===== config.mk =====
export PLATFORM = sky130hd
export DESIGN_NAME = boot_loader_flat
export DESIGN_NICKNAME = d
export VERILOG_FILES = /design/src/rtl/boot_loader_if.sv /design/src/rtl/boot_loader.sv /design/src/flat_wrapper.sv
export SDC_FILE = /design/constraint.sdc
export NUM_CORES = 1
export LEC_CHECK = 0
export CAP_MARGIN = 20
export CORE_MARGIN = 2
export CORE_UTILIZATION = 50
export CTS_CLUSTER_DIAMETER = 60
export CTS_CLUSTER_SIZE = 40
export DETAILED_ROUTE_END_ITERATION = 12
export PLACE_DENSITY = 0.85
export SLEW_MARGIN = 20
export SYNTH_ARGS = -nofsm -noshare
export SYNTH_HDL_FRONTEND = slang
export SYNTH_SLANG_ARGS = --single-unit

===== constraint.sdc =====
create_clock -name clk -period 3.6 [get_ports clk]
set_input_delay 0.36 -clock clk [delete_from_list [all_inputs] [get_ports clk]]
set_output_delay 0.36 -clock clk [all_outputs]
set_load 0.01 [all_outputs]

===== src/rtl/boot_loader_if.sv =====
// Boot loader bus bundle: byte-stream receive side, boot RAM write port and
// CPU release/status lines.
//   master : the loader (drives RAM port, rx_ready and status, samples rx_*)
//   slave  : the environment (byte source, boot RAM, CPU reset control)
interface boot_loader_if;
    logic [7:0]  rx_data;    // incoming byte
    logic        rx_valid;   // rx_data is valid
    logic        rx_ready;   // loader accepts a byte this cycle
    logic        ram_cs;     // boot RAM chip select
    logic        ram_oe;     // boot RAM output enable (never used)
    logic [3:0]  ram_we;     // boot RAM byte write enables
    logic [10:0] ram_addr;   // boot RAM byte address, word aligned
    logic [31:0] ram_wdata;  // boot RAM write data
    logic        cpu_hold;   // holds CPU in reset until image verified
    logic        done;       // image loaded, checksum passed
    logic        error;      // bad length or checksum

    modport master (
        input  rx_data, rx_valid,
        output rx_ready, ram_cs, ram_oe, ram_we, ram_addr, ram_wdata,
        output cpu_hold, done, error
    );

    modport slave (
        output rx_data, rx_valid,
        input  rx_ready, ram_cs, ram_oe, ram_we, ram_addr, ram_wdata,
        input  cpu_hold, done, error
    );
endinterface


===== src/rtl/boot_loader.sv =====
// Byte-stream boot loader. Receives a frame
//   SYNC_BYTE, LEN_LO, LEN_HI (word count N), 4N payload bytes, CSUM
// packs payload bytes little-endian into 32-bit words, writes them to the boot
// RAM from address 0, verifies (sum(payload) + CSUM) mod 256 == 0 and then
// releases the CPU.
// Ports:
//   clk    : system clock, rising edge
//   rst    : asynchronous active-high reset
//   bus_io : boot_loader_if.master (rx stream in, RAM write port and status out)
module boot_loader #(
    parameter logic [7:0]  SYNC_BYTE = 8'hA5,
    parameter int unsigned MAX_WORDS = 512
) (
    input logic              clk,
    input logic              rst,
    boot_loader_if.master    bus_io
);

    typedef enum logic [2:0] {
        StIdle, StLenLo, StLenHi, StData, StWrite, StCsum, StDone, StError
    } state_e;

    state_e      state_q, state_d;
    logic [15:0] len_q, len_d;
    logic [7:0]  sum_q, sum_d;
    logic [9:0]  word_idx_q, word_idx_d;
    logic [1:0]  byte_idx_q, byte_idx_d;
    logic [31:0] word_q, word_d;
    logic        ram_cs_q, ram_cs_d;
    logic [3:0]  ram_we_q, ram_we_d;
    logic [10:0] ram_addr_q, ram_addr_d;
    logic [31:0] ram_wdata_q, ram_wdata_d;
    logic        cpu_hold_q, cpu_hold_d;
    logic        done_q, done_d;
    logic        error_q, error_d;

    logic        rx_ready;
    logic        accept;
    logic [15:0] len_next;
    logic [9:0]  word_idx_inc;
    logic [7:0]  sum_next;

    // Ready is decoded straight from the state register.
    assign rx_ready     = (state_q != StWrite) && (state_q != StDone);
    assign accept       = bus_io.rx_valid && rx_ready;
    assign len_next     = {bus_io.rx_data, len_q[7:0]};
    assign word_idx_inc = word_idx_q + 10'd1;
    assign sum_next     = sum_q + bus_io.rx_data;

    always_comb begin
        state_d     = state_q;
        len_d       = len_q;
        sum_d       = sum_q;
        word_idx_d  = word_idx_q;
        byte_idx_d  = byte_idx_q;
        word_d      = word_q;
        ram_cs_d    = 1'b0;
        ram_we_d    = 4'b0000;
        ram_addr_d  = ram_addr_q;
        ram_wdata_d = ram_wdata_q;
        cpu_hold_d  = cpu_hold_q;
        done_d      = done_q;
        error_d     = error_q;

        unique case (state_q)
            StIdle, StError: begin
                if (accept && bus_io.rx_data == SYNC_BYTE) begin
                    state_d    = StLenLo;
                    sum_d      = 8'd0;
                    word_idx_d = 10'd0;
                    byte_idx_d = 2'd0;
                    error_d    = 1'b0;
                end
            end
            StLenLo: begin
                if (accept) begin
                    len_d[7:0] = bus_io.rx_data;
                    state_d    = StLenHi;
                end
            end
            StLenHi: begin
                if (accept) begin
                    len_d = len_next;
                    if (len_next == 16'd0 || len_next > 16'(MAX_WORDS)) begin
                        state_d = StError;
                        error_d = 1'b1;
                    end else begin
                        state_d = StData;
                    end
                end
            end
            StData: begin
                if (accept) begin
                    word_d[{byte_idx_q, 3'b000} +: 8] = bus_io.rx_data;
                    sum_d      = sum_next;
                    byte_idx_d = byte_idx_q + 2'd1;
                    if (byte_idx_q == 2'd3) begin
                        // Outputs are registered: load the write now so the RAM
                        // strobe is visible for exactly the WRITE cycle.
                        state_d     = StWrite;
                        ram_cs_d    = 1'b1;
                        ram_we_d    = 4'b1111;
                        ram_addr_d  = {word_idx_q[8:0], 2'b00};
                        ram_wdata_d = word_d;
                    end
                end
            end
            StWrite: begin
                word_idx_d = word_idx_inc;
                if ({6'd0, word_idx_inc} == len_q) begin
                    state_d = StCsum;
                end else begin
                    state_d = StData;
                end
            end
            StCsum: begin
                if (accept) begin
                    if (sum_next == 8'd0) begin
                        state_d    = StDone;
                        done_d     = 1'b1;
                        cpu_hold_d = 1'b0;
                    end else begin
                        state_d = StError;
                        error_d = 1'b1;
                    end
                end
            end
            StDone: begin
                // Terminal until reset.
            end
            default: begin
                state_d = StIdle;
            end
        endcase
    end

    always_ff @(posedge clk or posedge rst) begin
        if (rst) begin
            state_q     <= StIdle;
            len_q       <= 16'd0;
            sum_q       <= 8'd0;
            word_idx_q  <= 10'd0;
            byte_idx_q  <= 2'd0;
            word_q      <= 32'd0;
            ram_cs_q    <= 1'b0;
            ram_we_q    <= 4'b0000;
            ram_addr_q  <= 11'd0;
            ram_wdata_q <= 32'd0;
            cpu_hold_q  <= 1'b1;
            done_q      <= 1'b0;
            error_q     <= 1'b0;
        end else begin
            state_q     <= state_d;
            len_q       <= len_d;
            sum_q       <= sum_d;
            word_idx_q  <= word_idx_d;
            byte_idx_q  <= byte_idx_d;
            word_q      <= word_d;
            ram_cs_q    <= ram_cs_d;
            ram_we_q    <= ram_we_d;
            ram_addr_q  <= ram_addr_d;
            ram_wdata_q <= ram_wdata_d;
            cpu_hold_q  <= cpu_hold_d;
            done_q      <= done_d;
            error_q     <= error_d;
        end
    end

    assign bus_io.rx_ready  = rx_ready;
    assign bus_io.ram_cs    = ram_cs_q;
    assign bus_io.ram_oe    = 1'b0;
    assign bus_io.ram_we    = ram_we_q;
    assign bus_io.ram_addr  = ram_addr_q;
    assign bus_io.ram_wdata = ram_wdata_q;
    assign bus_io.cpu_hold  = cpu_hold_q;
    assign bus_io.done      = done_q;
    assign bus_io.error     = error_q;

endmodule


===== src/flat_wrapper.sv =====
// flat-port wrapper written by rule: the top's interface ports become plain ports
module boot_loader_flat 
#(
    parameter logic [7:0]  SYNC_BYTE = 8'hA5,
    parameter int unsigned MAX_WORDS = 512
)
  (clk, rst, bus_io_rx_data, bus_io_rx_valid, bus_io_rx_ready, bus_io_ram_cs, bus_io_ram_oe, bus_io_ram_we, bus_io_ram_addr, bus_io_ram_wdata, bus_io_cpu_hold, bus_io_done, bus_io_error);
  boot_loader_if bus_io_i ();
  input logic clk;
  input logic rst;
  input wire logic [$bits(bus_io_i.rx_data)-1:0] bus_io_rx_data;
  input wire logic [$bits(bus_io_i.rx_valid)-1:0] bus_io_rx_valid;
  output wire logic [$bits(bus_io_i.rx_ready)-1:0] bus_io_rx_ready;
  output wire logic [$bits(bus_io_i.ram_cs)-1:0] bus_io_ram_cs;
  output wire logic [$bits(bus_io_i.ram_oe)-1:0] bus_io_ram_oe;
  output wire logic [$bits(bus_io_i.ram_we)-1:0] bus_io_ram_we;
  output wire logic [$bits(bus_io_i.ram_addr)-1:0] bus_io_ram_addr;
  output wire logic [$bits(bus_io_i.ram_wdata)-1:0] bus_io_ram_wdata;
  output wire logic [$bits(bus_io_i.cpu_hold)-1:0] bus_io_cpu_hold;
  output wire logic [$bits(bus_io_i.done)-1:0] bus_io_done;
  output wire logic [$bits(bus_io_i.error)-1:0] bus_io_error;
  assign bus_io_i.rx_data = bus_io_rx_data;
  assign bus_io_i.rx_valid = bus_io_rx_valid;
  assign bus_io_rx_ready = bus_io_i.rx_ready;
  assign bus_io_ram_cs = bus_io_i.ram_cs;
  assign bus_io_ram_oe = bus_io_i.ram_oe;
  assign bus_io_ram_we = bus_io_i.ram_we;
  assign bus_io_ram_addr = bus_io_i.ram_addr;
  assign bus_io_ram_wdata = bus_io_i.ram_wdata;
  assign bus_io_cpu_hold = bus_io_i.cpu_hold;
  assign bus_io_done = bus_io_i.done;
  assign bus_io_error = bus_io_i.error;
  boot_loader #(.SYNC_BYTE(SYNC_BYTE), .MAX_WORDS(MAX_WORDS)) u_core (.clk(clk), .rst(rst), .bus_io(bus_io_i));
endmodule

Word level (Yosys, flattened, before mapping). Cells that the tools add are included.

Register bits after elaboration: 120. Output and inout port bits: 53. Logic and storage cells: 95.

Add/subtract/negate cells: 4. $lt $le $gt $ge: 1. Eq/ne operators: 19. Shifts and indexed selects: 2. Multiplexer cells: 33. Bitwise gates (word level): 1. Reduce and logical (&&, ||, !) cells: 21.

Operators with widths (count): bitwise mux 32 bit (1); case mux 8 bit (2 select lines) (2); variable shift 8 x 7 -> 32 bit (first input constant) (1); indexed part select 8 x 7 -> 32 bit (1); two-way mux 3 bit (8); two-way mux 8 bit (3); case mux 10 bit (2 select lines) (1); case mux 3 bit (6 select lines) (1); equality test 10 x 16 -> 1 bit (1); greater-than comparator 16 x 10 -> 1 bit (second input constant) (1); logical NOT 16 bit (1); inequality test 2 x 1 -> 1 bit (second input constant) (7); two-way mux 4 bit (3); AND reduction 3 bit (4); adder 10 x 1 -> 10 bit (second input constant) (1); two-way mux 10 bit (1); equality test 3 bit (second input constant) (3); two-way mux 1 bit (9); adder 8 bit (1); equality test 8 bit (second input constant) (1); logical NOT 8 bit (1); negation 5 -> 7 bit (1); AND reduction 7 bit (1); equality test 3 x 2 -> 1 bit (second input constant) (2); other kinds (18) (25).

Depth between registers and ports, before layout.
Word-level depth: 6. Mapped depth: 8.

Least setup slack after synthesis. Ideal clock, no wire load.

Path type: in2reg. From: in bus_io_rx_data[0]. To: reg u_core.state_q[0]. Setup time: 143 ps. Data arrival time: 2285 ps. Required time: 3457 ps. Slack: 1172 ps. Stages on the path: 7. Buffers on the path: 0. Cell sequence: ha_1 -> fa_1 -> xor2_1 -> or3_1 -> or3_1 -> nor4b_2 -> a221oi_1.

Longest elaborated chain between the ends: 5.

RTL lines: start, declared (RTL line flat_wrapper.sv:11) `input wire logic [$bits(bus_io_i.rx_data)-1:0] bus_io_rx_data;`; adder 8 bit (RTL line boot_loader.sv:48) `assign sum_next = sum_q + bus_io.rx_data;`; logical NOT 8 bit (RTL line boot_loader.sv:118) `if (sum_next == 8'd0) begin`; two-way mux 1 bit (RTL line boot_loader.sv:118); two-way mux 3 bit (RTL line boot_loader.sv:117) `if (accept) begin`; case mux 3 bit (6 select lines) (RTL line boot_loader.sv:65) `unique case (state_q)`; end signal, assigned (RTL line boot_loader.sv:139) `state_q <= StIdle;`; end signal, assigned (RTL line boot_loader.sv:153) `state_q <= state_d;`; end, declared (RTL line boot_loader.sv:23) `state_e state_q, state_d;`.

Parallel ways exist; a longest one is shown, timed or not. The select of a mux whose other input is x is not followed. A chain may end at the register's enable or synchronous reset.

Worst setup path after layout. Ends and elaborated chain as after synthesis.

==> metrics.txt <==
outcome=finished clean; Initial Util=0.507; Final Setup Violations=0; Post-route DRC=0; CP cell instances=clkdlybuf4s50_1, ha_1, fa_1, xor2_1, or3_1, or3_1, nor4b_2, a221oi_1; power density over the cells=906 nW/um^2; worst hold path type=primary input to async pin; FF+latch count, synth=116; Static Leakage=3.10 nW; Mapped Area=5740 sq um; worst-margin pin slew=0.945 ns; Yosys top cell area share=0.501; worst stage delay on the critical path=0.43 ns; top cell type by total area after synthesis=dfrtp_1; final hold viol count=0; Critical Path End=u_core.state_q[0]$_DFFE_PP0P_; die footprint=12400 sq um; commonest cells after routing, fill and taps aside=dfrtp_1, a21oi_1, clkdlybuf4s50_1; ys flop type=dfrtp_1; fmax=375 MHz; sequential fraction of design power=0.359; Worst Path Max Fanout=4; count of cell types in the netlist=57; Clock Latency Late Sink=0.41 ns; Layout area overhead=23.0%; gr ovfl total=0; CP Capture Type=flip-flop; clk root buf=clkbuf_16; DRT iter0 DRCs=436; Warnings, synthesis=0; Ports=64; Area contributors post-synth=dfrtp_1, a21oi_1, a22o_1, mux2_2, nor2b_1; vias in the first global route=4434; Reg-to-Reg Start=u_core.sum_q[0]$_DFFE_PP0P_; Antenna Cells=0; Final nets=631; worst r2r path cells=7; CTS tree=done; height of the die=111 um; Synth async-reset ratio=1.00; GPL Wtd Cong=0.864; TritonCTS Sinks=116; Vias/cell=5.99; count of pins over their slew limit=0; post-route insts no fill=761; switching portion of total power=0.341; DPL Wire Length=8650 um; Initial DRT Pass Iterations=6; worst vdd ir=0.424 mV; H-tree level count=4; Placeable Area=11300 sq um; slowest CP cell=clkdlybuf4s50_1; Clk pwr share=0.287; first-pass GRT wire length=22400 um; unrepaired setup endpoints after global routing=no; average size of a mapped cell=10.4 sq um; commonest non-fill, non-tap cell in the layout=dfrtp_1; Critical Path RT=3.87 ns; Worst path most repeated cell=or3_1; Die W=111 um; Worst slew margin=0.370; initial antenna violation count=0; NetSw=0.00218 W; clock buffer depth=2; largest net degree at the start of global routing=117; register-to-register setup slack=0.96 ns; Worst Setup SP=bus_io_rx_data[0]; register area share after synthesis=0.506; GRT Util Overall=0.226; Post CTS Setup Buffer Count=0; Logic pwr share=0.353; Worst R2R End=u_core.state_q[0]$_DFFE_PP0P_; Final Cycle Share=0.741; Vias=4555; crit path kind=primary input to flip-flop; Fin Clk Skew=0.00975 ns; internal power=0.00422 W; placed cells=729; Tmin final=2.67 ns; Synth Instances=554; share of post-route cells with drive strength above 1=0.128; CP startpoint kind=primary input; DR WL/cell=18.2 um; Port-buffer cells=60; Max Cap Violations=0; count of hold-fix buffers inserted at cts=0; DRT antenna net count=0; quantity of gates resized following cts=0; Rows=39; routed wire length=13900 um; EDFF count, synth=0; setup TNS=0 ns; clock slew at reported path FFs=0.06 ns; fillcell total=880; Num CTS Buffers=17; Critical Path AT=2.94 ns
==> power groups by stage <==
stage | Sequential (W) | Clock [W] | Combinational [W]
floorplan | 0.00225 | 0 | 0.00144
global placement | 0.00226 | 0 | 0.00214
detailed placement | 0.00229 | 0 | 0.00223
CTS | 0.00228 | 0.00185 | 0.00226
global route | 0.00236 | 0.00191 | 0.00247
finish | 0.00230 | 0.00184 | 0.00226
==> cell usage after synthesis (all sizes together), types with 2 or more instances <==
master and instances:
a211oi 2, a21o 2, a21oi 73, a221oi 2, a22o 39, a31oi 5
and2 8, and3 3, and4 3, and4b 2, buf 19, clkbuf 21
dfrtp 115, ha 14, inv 9, mux2 25, mux2i 2, nand2 25
nand2b 3, nand3 8, nand4 3, nor2 55, nor2b 34, nor3 9
nor4 3, nor4b 2, o21ai 19, o21bai 2, o22ai 2, o31ai 2
o41ai 3, or3 4, or4 2, xnor2 15, xor2 8
==> critical path: cells and delay by family <==
family	cells	cell delay [ns]
buffers and inverters	1	0.43
AO/OA/AOI/OAI	1	0.14
adder cells (fa/ha/maj)	2	0.67
XOR/XNOR	1	0.20
AND/OR/NAND/NOR	3	1.13
==> cell families (layout without fill, tap and decap cells) <==
family	after synthesis	count (layout)	synth area share
multiplexers	27	27	0.0525
adder cells (fa/ha/maj)	15	15	0.0340
AO/OA/AOI/OAI	157	157	0.175
XOR/XNOR	23	23	0.0351
flip-flops	116	116	0.506
AND/OR/NAND/NOR	166	166	0.154
buffers and inverters	49	111	0.0436
other	1	3	0.000653
==> cell type report <==
type | instances | area, sq um | area share
Tap cell | 143 | 179 | 0.0253
Sequential cell | 116 | 2900 | 0.411
Clock buffer | 21 | 470 | 0.0666
Multi-Input combinational cell | 391 | 2600 | 0.368
Inverter | 9 | 36.3 | 0.00514
Timing Repair Buffer | 70 | 701 | 0.0992
Clock inverter | 11 | 174 | 0.0246
==> worst min-delay path by stage <==
| stage | start | end | cells past startpoint |
|---|---|---|---|
| final | rst | u_core.bus_io.ram_wdata[26]$_DFFE_PP0P_ | 3 |
| after global routing | u_core.bus_io.cpu_hold$_DFFE_PP1P_ | u_core.bus_io.cpu_hold$_DFFE_PP1P_ | 2 |
| after CTS | u_core.bus_io.cpu_hold$_DFFE_PP1P_ | u_core.bus_io.cpu_hold$_DFFE_PP1P_ | 2 |
| after detailed placement | u_core.bus_io.cpu_hold$_DFFE_PP1P_ | u_core.bus_io.cpu_hold$_DFFE_PP1P_ | 2 |
| after global placement | u_core.bus_io.cpu_hold$_DFFE_PP1P_ | u_core.bus_io.cpu_hold$_DFFE_PP1P_ | 2 |
| after floorplan | u_core.word_q[28]$_DFFE_PP0P_ | u_core.word_q[28]$_DFFE_PP0P_ | 2 |
==> registers in the layout, indices dropped and copies added (netlist names) <==
register and cells:
u_core.bus_io.cpu_hold 1, u_core.bus_io.error 1, u_core.state_q 3, u_core.bus_io.ram_addr 9, u_core.bus_io.done 1, u_core.word_q 32, u_core.bus_io.ram_we 1, u_core.len_q 16
u_core.word_idx_q 10, u_core.sum_q 8, u_core.bus_io.ram_wdata 32, u_core.byte_idx_q 2
==> layer usage <==
metal | global-route usage | vias up | routed length (um) | share of wire
met5 | 0 | - | 0 | 0
met4 | 0.0914 | 0 | 313 | 0.023
met3 | 0.0596 | 39 | 906 | 0.065
met2 | 0.359 | 210 | 6730 | 0.49
met1 | 0.298 | 2235 | 5910 | 0.43
li1 | - | 2071 | - | -
==> per-stage QoR <==
stage	area [sq um]	hold slack, ns	total power, W	util	setup slack [ns]
after floorplan	5750	0.442	0.00369	-	0.169
after global placement	6420	0.432	0.00440	0.567	0.617
after detailed placement	6420	0.434	0.00452	0.567	0.546
after CTS	7060	0.444	0.00640	0.624	0.972
after global routing	7060	0.461	0.00674	0.624	0.850
final	7060	0.418	0.00640	0.624	0.931
Power figures use the tool's default switching activity.
